## src/rtl/seq_pkg.sv

```systemverilog
// Shared definitions for the serial sequence front end and its detectors:
// FSM state encodings and a width helper for bit counters.
package seq_pkg;

    localparam logic [0:0] S_IDLE  = 1'b0;
    localparam logic [0:0] S_SHIFT = 1'b1;

    // Bits needed to count 0..value-1; never less than one bit.
    function automatic int clog2(input int value);
        int r;
        r = 0;
        for (int v = value - 1; v > 0; v = v >> 1) begin
            r = r + 1;
        end
        return (r < 1) ? 1 : r;
    endfunction

endpackage

```

## src/rtl/seq_skid_reg.sv

```systemverilog
// One-entry valid/ready holding buffer. Write side: wr_valid/wr_ready;
// read side: rd_valid/rd_ready. A transfer occurs on a rising edge when both
// valid and ready are high on that side.
module seq_skid_reg #(
    parameter int W = 9
) (
    input  logic         i_clk,
    input  logic         i_rstn,
    input  logic [W-1:0] wr_data,
    input  logic         wr_valid,
    output logic         wr_ready,
    output logic [W-1:0] rd_data,
    output logic         rd_valid,
    input  logic         rd_ready
);

    logic [W-1:0] data_q;
    logic         full_q;

    // Write is only possible while empty, so write and drain never collide.
    always_ff @(posedge i_clk or negedge i_rstn) begin
        if (!i_rstn) begin
            data_q <= '0;
            full_q <= 1'b0;
        end else if (wr_valid && !full_q) begin
            data_q <= wr_data;
            full_q <= 1'b1;
        end else if (rd_ready && full_q) begin
            full_q <= 1'b0;
        end
    end

    assign wr_ready = !full_q;
    assign rd_valid = full_q;
    assign rd_data  = data_q;

endmodule

```

## src/rtl/seq_serializer.sv

```systemverilog
// Parallel-to-serial front end: takes DW-bit words over valid/ready and emits
// one bit per clock on o_seq, MSB- or LSB-first per word, with zero-gap streaming.
module seq_serializer
    import seq_pkg::*;
#(
    parameter int DW = 8
) (
    input  logic          i_clk,
    input  logic          i_rstn,
    input  logic [DW-1:0] i_data,
    input  logic          i_valid,
    input  logic          i_msb_first,
    output logic          o_ready,
    output logic          o_seq,
    output logic          o_seq_vld,
    output logic          o_busy,
    output logic [0:0]    o_state
);

    localparam int            CW   = clog2(DW);
    localparam logic [CW-1:0] LAST = CW'(DW - 1);

    logic [0:0]    state_q, state_d;
    logic [DW-1:0] sr_q, sr_d;
    logic          msb_q, msb_d;
    logic [CW-1:0] cnt_q, cnt_d;

    logic          accept;
    logic          last_bit;
    logic          hold_wr;
    logic          hold_full;
    logic [DW:0]   hold_word;

    assign accept   = i_valid && o_ready;
    assign last_bit = (state_q == S_SHIFT) && (cnt_q == LAST);
    // Mid-word accepts park in hold; an accept on the last-bit edge goes straight to sr.
    assign hold_wr  = accept && (state_q == S_SHIFT) && !last_bit;

    seq_skid_reg #(
        .W(DW + 1)
    ) u_hold (
        .i_clk    (i_clk),
        .i_rstn   (i_rstn),
        .wr_data  ({i_msb_first, i_data}),
        .wr_valid (hold_wr),
        .wr_ready (o_ready),
        .rd_data  (hold_word),
        .rd_valid (hold_full),
        .rd_ready (last_bit)
    );

    always_comb begin
        state_d = state_q;
        sr_d    = sr_q;
        msb_d   = msb_q;
        cnt_d   = cnt_q;
        case (state_q)
            S_IDLE: begin
                if (accept) begin
                    sr_d    = i_data;
                    msb_d   = i_msb_first;
                    cnt_d   = '0;
                    state_d = S_SHIFT;
                end
            end
            S_SHIFT: begin
                if (!last_bit) begin
                    sr_d  = msb_q ? {sr_q[DW-2:0], 1'b0} : {1'b0, sr_q[DW-1:1]};
                    cnt_d = cnt_q + CW'(1);
                end else if (hold_full) begin
                    {msb_d, sr_d} = hold_word;
                    cnt_d         = '0;
                end else if (accept) begin
                    sr_d  = i_data;
                    msb_d = i_msb_first;
                    cnt_d = '0;
                end else begin
                    cnt_d   = '0;
                    state_d = S_IDLE;
                end
            end
            default: begin
                state_d = S_IDLE;
                cnt_d   = '0;
            end
        endcase
    end

    always_ff @(posedge i_clk or negedge i_rstn) begin
        if (!i_rstn) begin
            state_q <= S_IDLE;
            sr_q    <= '0;
            msb_q   <= 1'b0;
            cnt_q   <= '0;
        end else begin
            state_q <= state_d;
            sr_q    <= sr_d;
            msb_q   <= msb_d;
            cnt_q   <= cnt_d;
        end
    end

    assign o_seq     = (state_q == S_SHIFT) && (msb_q ? sr_q[DW-1] : sr_q[0]);
    assign o_seq_vld = (state_q == S_SHIFT);
    assign o_busy    = (state_q == S_SHIFT) || hold_full;
    assign o_state   = state_q;

endmodule
```

## config.mk

```make
export PLATFORM = sky130hd
export DESIGN_NAME = seq_serializer
export DESIGN_NICKNAME = d
export VERILOG_FILES = /design/src/rtl/seq_pkg.sv /design/src/rtl/seq_skid_reg.sv /design/src/rtl/seq_serializer.sv
export SDC_FILE = /design/constraint.sdc
export NUM_CORES = 1
export LEC_CHECK = 0
export CORE_AREA = 2 2 55 57
export DETAILED_ROUTE_END_ITERATION = 10
export DIE_AREA = 0 0 57 59
export PLACE_DENSITY_LB_ADDON = 0.3
export REMOVE_ABC_BUFFERS = 1
export SYNTH_ARGS = -nofsm -noshare
export SYNTH_HDL_FRONTEND = slang
export SYNTH_SLANG_ARGS = --single-unit
```

## constraint.sdc

```tcl
create_clock -name i_clk -period 2.2 [get_ports i_clk]
set_input_delay 0.44 -clock i_clk [delete_from_list [all_inputs] [get_ports i_clk]]
set_output_delay 0.44 -clock i_clk [all_outputs]
set_load 0.005 [all_outputs]
```

==> results of run 1 <==
==> per-layer routing <==
| layer | global-route usage | vias to the layer above | routed length (um) |
|---|---|---|---|
| met5 | 0 | - | 0 |
| met3 | 0.0328 | 2 | 92 |
| li1 | - | 424 | - |
| met2 | 0.305 | 20 | 1260 |
| met1 | 0.199 | 440 | 1110 |
| met4 | 0.0698 | 0 | 13 |
==> path summary, 6_finish.rpt <==
path,startpoint,end,slack (ns),cells after the start
worst min-delay path,i_rstn,o_seq_vld,0.45,2
worst max register to register,cnt_q[0],sr_q[1],0.44,6
max in group asynchronous,i_rstn,u_hold.rd_data[5],1.52,2
worst min register to register,u_hold.rd_data[8],u_hold.rd_data[8],0.52,1
min in group i_clk,u_hold.rd_data[8],u_hold.rd_data[8],0.52,1
worst max-delay path,u_hold.rd_valid,o_busy,0.18,2
==> layout make-up <==
| class | instances | area [um2] |
|---|---|---|
| sequential | 23 | 576 |
| tap | 31 | 38.8 |
| multi-input combinational | 73 | 574 |
| clock buffer | 3 | 22.5 |
| timing repair buffer | 24 | 220 |
| inverter | 1 | 3.75 |
| clock inverter | 1 | 7.51 |
| fill | 252 | 1270 |
==> stage by stage <==
step	instances	util	worst slack (ns)	instance area [um2]	hold WS [ns]
final	156	0.532	0.179	1440	0.452
after global routing	156	0.532	0.119	1440	0.451
after CTS	156	0.532	0.168	1440	0.457
after detailed placement	152	0.521	0.309	1410	0.488
after global placement	152	0.521	0.332	1410	0.485
after floorplan	97	-	0.404	1150	0.144
==> registers in the layout, indices dropped and copies added, names as in the netlist <==
register and count:
msb_q 1, u_hold.rd_data 9, cnt_q 3, o_seq_vld 1, sr_q 8, u_hold.rd_valid 1
==> cell usage in the layout (no fill, tap or decap), drive strengths merged <==
cell type,Yosys,layout
clkinvlp,0,1
nor2b,2,2
nand2,11,11
mux2i,7,7
and3b,1,1
nor2,1,1
buf,5,8
nand3b,1,1
a211oi,3,3
or2,1,1
ha,2,2
a22o,2,2
o22ai,8,8
o21ai,4,4
clkdlybuf4s50,0,16
nor3,1,1
nand2b,3,3
dfrtp,23,23
mux2,17,17
nand3,2,2
inv,1,1
a22oi,7,7
clkbuf,3,3
==> power groups by stage <==
stage	clock, mW	sequential (mW)	combinational [mW]
after CTS	0.207	0.783	0.957
final	0.202	0.781	0.941
after global routing	0.232	0.810	1.06
after global placement	0	0.782	0.915
after floorplan	0	0.792	0.621
after detailed placement	0	0.792	0.953
==> cells by family (layout without fill, tap and decap cells) <==
group	count (synthesis)	after routing	synth area share
AO/OA/AOI/OAI	24	24	0.136
adder cells (fa/ha/maj)	2	2	0.0209
buffers and inverters	9	29	0.0397
flip-flops	23	23	0.481
multiplexers	24	24	0.218
AND/OR/NAND/NOR	23	23	0.105
==> worst max-delay path: stages, from the launching register on <==
cell             delay [ns]
dfrtp_1                0.51
or2_2                  0.31
clkdlybuf4s50_1        0.44
==> flow_summary.ini, run 1 <==
[worst_setup_path]
worstPathArrival_ns = 1.58
setup.worst_path.class = flop to output port
critPathLaunchType = flop
cp_max_fo = 10
crit_required_ns = 1.76
cp-end-kind = output port

[min_path]
hp-class = input port to async pin

[clock_network]
cts_made_buffers = 3
post_cts_resize_count = 0
path_clk_slew_ns = 0.13
cts_setup_buffers = 0
cts_buffer_depth = 2
root_buffer = clkbuf_4
cts_sinks = 23
cts_tree = built
postCtsHoldBufs = 0
htree_levels = 1
clk-insertion-delay-late_ns = 0.31

[floorplan]
rows = 19
dieArea_um2 = 3360
die_h_um = 59
io_pins = 17
core_um2 = 2710
start_util = 0.442
die_x_um = 57

[timing]
drv_slew = 0
timing_hold_violations_final = 0
slew_headroom = 0.768
fmax_mhz = 495
rsz0062_at_grt = no
tns_ns = 0
setup_viol = 0
min_period_over_period = 0.919
skew_ns = 0.00496
worst_pin_slew_ns = 0.346
min_period_ns = 2.02

[synth]
synthDistinctLibCells = 22
syn_area_um2 = 1200
yosysWarnings = 0
synth.most_common_cell = dfrtp_1
avgSynthCellArea_um2 = 11.4
synth_edf_count = 0
synth.top_cell.area_share = 0.481
seq_area_frac_synth = 0.481
synthCells = 105
ys.flop_type = dfrtp_1
synthArstFlopShare = 1.00
yosys-top-cells-count = dfrtp_1 (23), mux2_2 (17), nand2_1 (11)
synth_top_cell_by_area = dfrtp_1
synth.area.top_cells = dfrtp_1 (48%), mux2_2 (16%), mux2i_1 (5.9%)
ys_ff_latch = 23

[power]
finalPower_mw = 1.92
p_per_area_nw_per_um2 = 1330
ir_drop_mv = 0.662
seqPwrFrac = 0.406
p_int_mw = 1.24
leakage_nw = 0.641
power_frac_comb = 0.489
switching_share = 0.354
netSwitchingPower_mw = 0.681
power_frac_clock = 0.105

[global_route]
grt_max_degree = 24
grt_first_pass_wirelength_um = 4390
grt_overflow = 0
antenna_found_initial = 0
grt_use_total = 0.170
grt_pass1_vias = 958

[route]
vias = 886
drtIter0Drc = 31
drc = 0
firstDrtPassIters = 4
via_per_inst = 5.68
wirelength_um = 2480
routedWlPerCell_um = 15.9
ant_nets = 0

[placement]
port_buffers = 16
place_congestion = 0.831
post-dp-hpwl_um = 1840

[cells_and_area]
antennaDiodeCount = 0
nets = 140
area_delta_synth_final_pct = 20.5
drive_gt1_frac = 0.248

[flow_run]
maxCapViolCount = 0

[status]
status = complete, no violations
Power figures use the tool's default switching activity.
==> run 2: changes to the inputs <==
--- a/config.mk
+++ b/config.mk
@@ -8,6 +8,7 @@
 export CORE_AREA = 2 2 55 57
 export DETAILED_ROUTE_END_ITERATION = 10
 export DIE_AREA = 0 0 57 59
+export GPL_TIMING_DRIVEN = 0
 export PLACE_DENSITY_LB_ADDON = 0.3
 export REMOVE_ABC_BUFFERS = 1
 export SYNTH_ARGS = -nofsm -noshare
==> run 2 against run 1 <==
Against the previous run: register-to-register slack got worse by 0.22 ns; highest routed layer unchanged; wire length rose by 5.7%; setup slack got worse by 0.068 ns; non-clock buffer count fell by 6; fmax fell by 3.3%.
==> flow_summary.ini, run 2 (synthesis results as in run 1) <==
[global_route]
use_met1 = 0.225
grt_pass1_vias = 901
gr-usage-met3 = 0.0218
grt_use_total = 0.171
grt_most_used_layer = met2
met2_usage = 0.292
grt_first_pass_wirelength_um = 4410
grt_overflow = 0
antenna_found_initial = 0
grt_max_degree = 24

[worst_setup_path]
path_cells = or2_2 > clkdlybuf4s50_1
setup.worst_path.class = flop to output port
cp_max_fo = 13
cp-startpoint = o_seq_vld
worstPathArrival_ns = 1.65
cp-endpoint = o_busy
slowest_stage = dfrtp_4
r2r-start = cnt_q[0]
rr_worst_depth = 5
crit_path_max_incr_delay_ns = 0.58
critPathLaunchType = flop
reg2reg_to = sr_q[2]
crit_required_ns = 1.76
ff2ff_setup_slack_ns = 0.22
cp-end-kind = output port

[route]
drtIter0Drc = 33
ant_nets = 0
firstDrtPassIters = 4
drc = 0
wirelength_um = 2620
routedWlPerCell_um = 17.5
via_per_inst = 5.99
vias = 898

[timing]
min_period_ns = 2.09
min_period_over_period = 0.949
tns_ns = 0
drv_slew = 0
setup_viol = 0
slew_headroom = 0.290
skew_ns = 0.0103
timing_hold_violations_final = 0
worst_pin_slew_ns = 1.06
fmax_mhz = 479
rsz0062_at_grt = no

[placement]
port_buffers = 16
place_congestion = 0.722
post-dp-hpwl_um = 1670

[power]
ir_drop_mv = 0.729
p_per_area_nw_per_um2 = 1350
leakage_nw = 0.621
finalPower_mw = 1.91

[floorplan]
io_pins = 17
core_um2 = 2710
die_x_um = 57
start_util = 0.442
die_h_um = 59
dieArea_um2 = 3360
rows = 19

[min_path]
min_from = u_hold.rd_data[8]
hp-class = flop to flop
whs_path_depth = 1

[cells_and_area]
largest_reg_flops = 9
final_cell_mix = dfrtp_1 (21), mux2_2 (17), clkdlybuf4s50_1 (16)
nets = 134
fin_util = 0.521
drive_gt1_frac = 0.227
area_delta_synth_final_pct = 18.0
layout_commonest_cell = dfrtp_1
antennaDiodeCount = 0

[flow_run]
maxCapViolCount = 0

[clock_network]
cts_made_buffers = 3
root_buffer = clkbuf_4
path_clk_slew_ns = 0.14
cts_tree = built
cts_buffer_depth = 2
cts_sinks = 23
htree_levels = 1
clk-insertion-delay-late_ns = 0.32

[status]
status = complete, no violations
==> run 2: how the worst min path moves through the flow <==
stage,endpoint
2_1_floorplan,cnt_q[0]
3_3_place_gp,u_hold.rd_data[8]
3_5_place_dp,u_hold.rd_data[8]
4_1_cts,u_hold.rd_data[8]
5_1_grt,u_hold.rd_data[7]
6_report,u_hold.rd_data[8]
==> run 2: area by class of cell <==
class                      count  area, um2
fill                         270       1300
sequential                    23        581
multi-input combinational     73        574
timing repair buffer          18        188
tap                           31       38.8
clock buffer                   3       22.5
clock inverter                 1       5.00
inverter                       1       3.75
==> run 2: layer usage <==
layer,up-vias,wire [um]
li1,415,-
met1,460,1240
met2,21,1270
met3,2,94
met4,0,19
met5,-,0
==> run 2: worst max-delay path: cells and delay by family (launching register included) <==
family        cells  cell delay [ns]
simple gates      1             0.31
buf+inv           1             0.44
flops             1             0.58
==> run 2: power breakdown <==
group | switching (mW) | internal, mW
Sequential | 0.195 | 0.644
Clock | 0.133 | 0.0680
Combinational | 0.356 | 0.511
==> run 2: what timing repair did <==
item                                    in CTS  in global routing
pin swaps                                    0                  1
endpoints found under the setup margin       4                 14
setup buffers                                0                  2
hold buffers                                 0                  0
gates resized for setup                      1                  2
==> run 2: through the flow <==
stage	hold slack, ns	worst slack (ns)	std cells	instance area (um2)
after global placement	0.486	0.0473	144	1350
after floorplan	0.144	0.404	97	1150
after CTS	0.522	0.00836	148	1380
after detailed placement	0.491	0.0149	144	1350
final	0.527	0.111	150	1410
after global routing	0.549	0.0170	150	1410
==> run 3: changes to the inputs <==
--- a/config.mk
+++ b/config.mk
@@ -11,6 +11,7 @@
 export GPL_TIMING_DRIVEN = 0
 export PLACE_DENSITY_LB_ADDON = 0.3
 export REMOVE_ABC_BUFFERS = 1
+export SKIP_LAST_GASP = 1
 export SYNTH_ARGS = -nofsm -noshare
 export SYNTH_HDL_FRONTEND = slang
 export SYNTH_SLANG_ARGS = --single-unit
==> results of run 3 <==
Same layout as run 2: the final DEF is identical, and so are final timing and power.
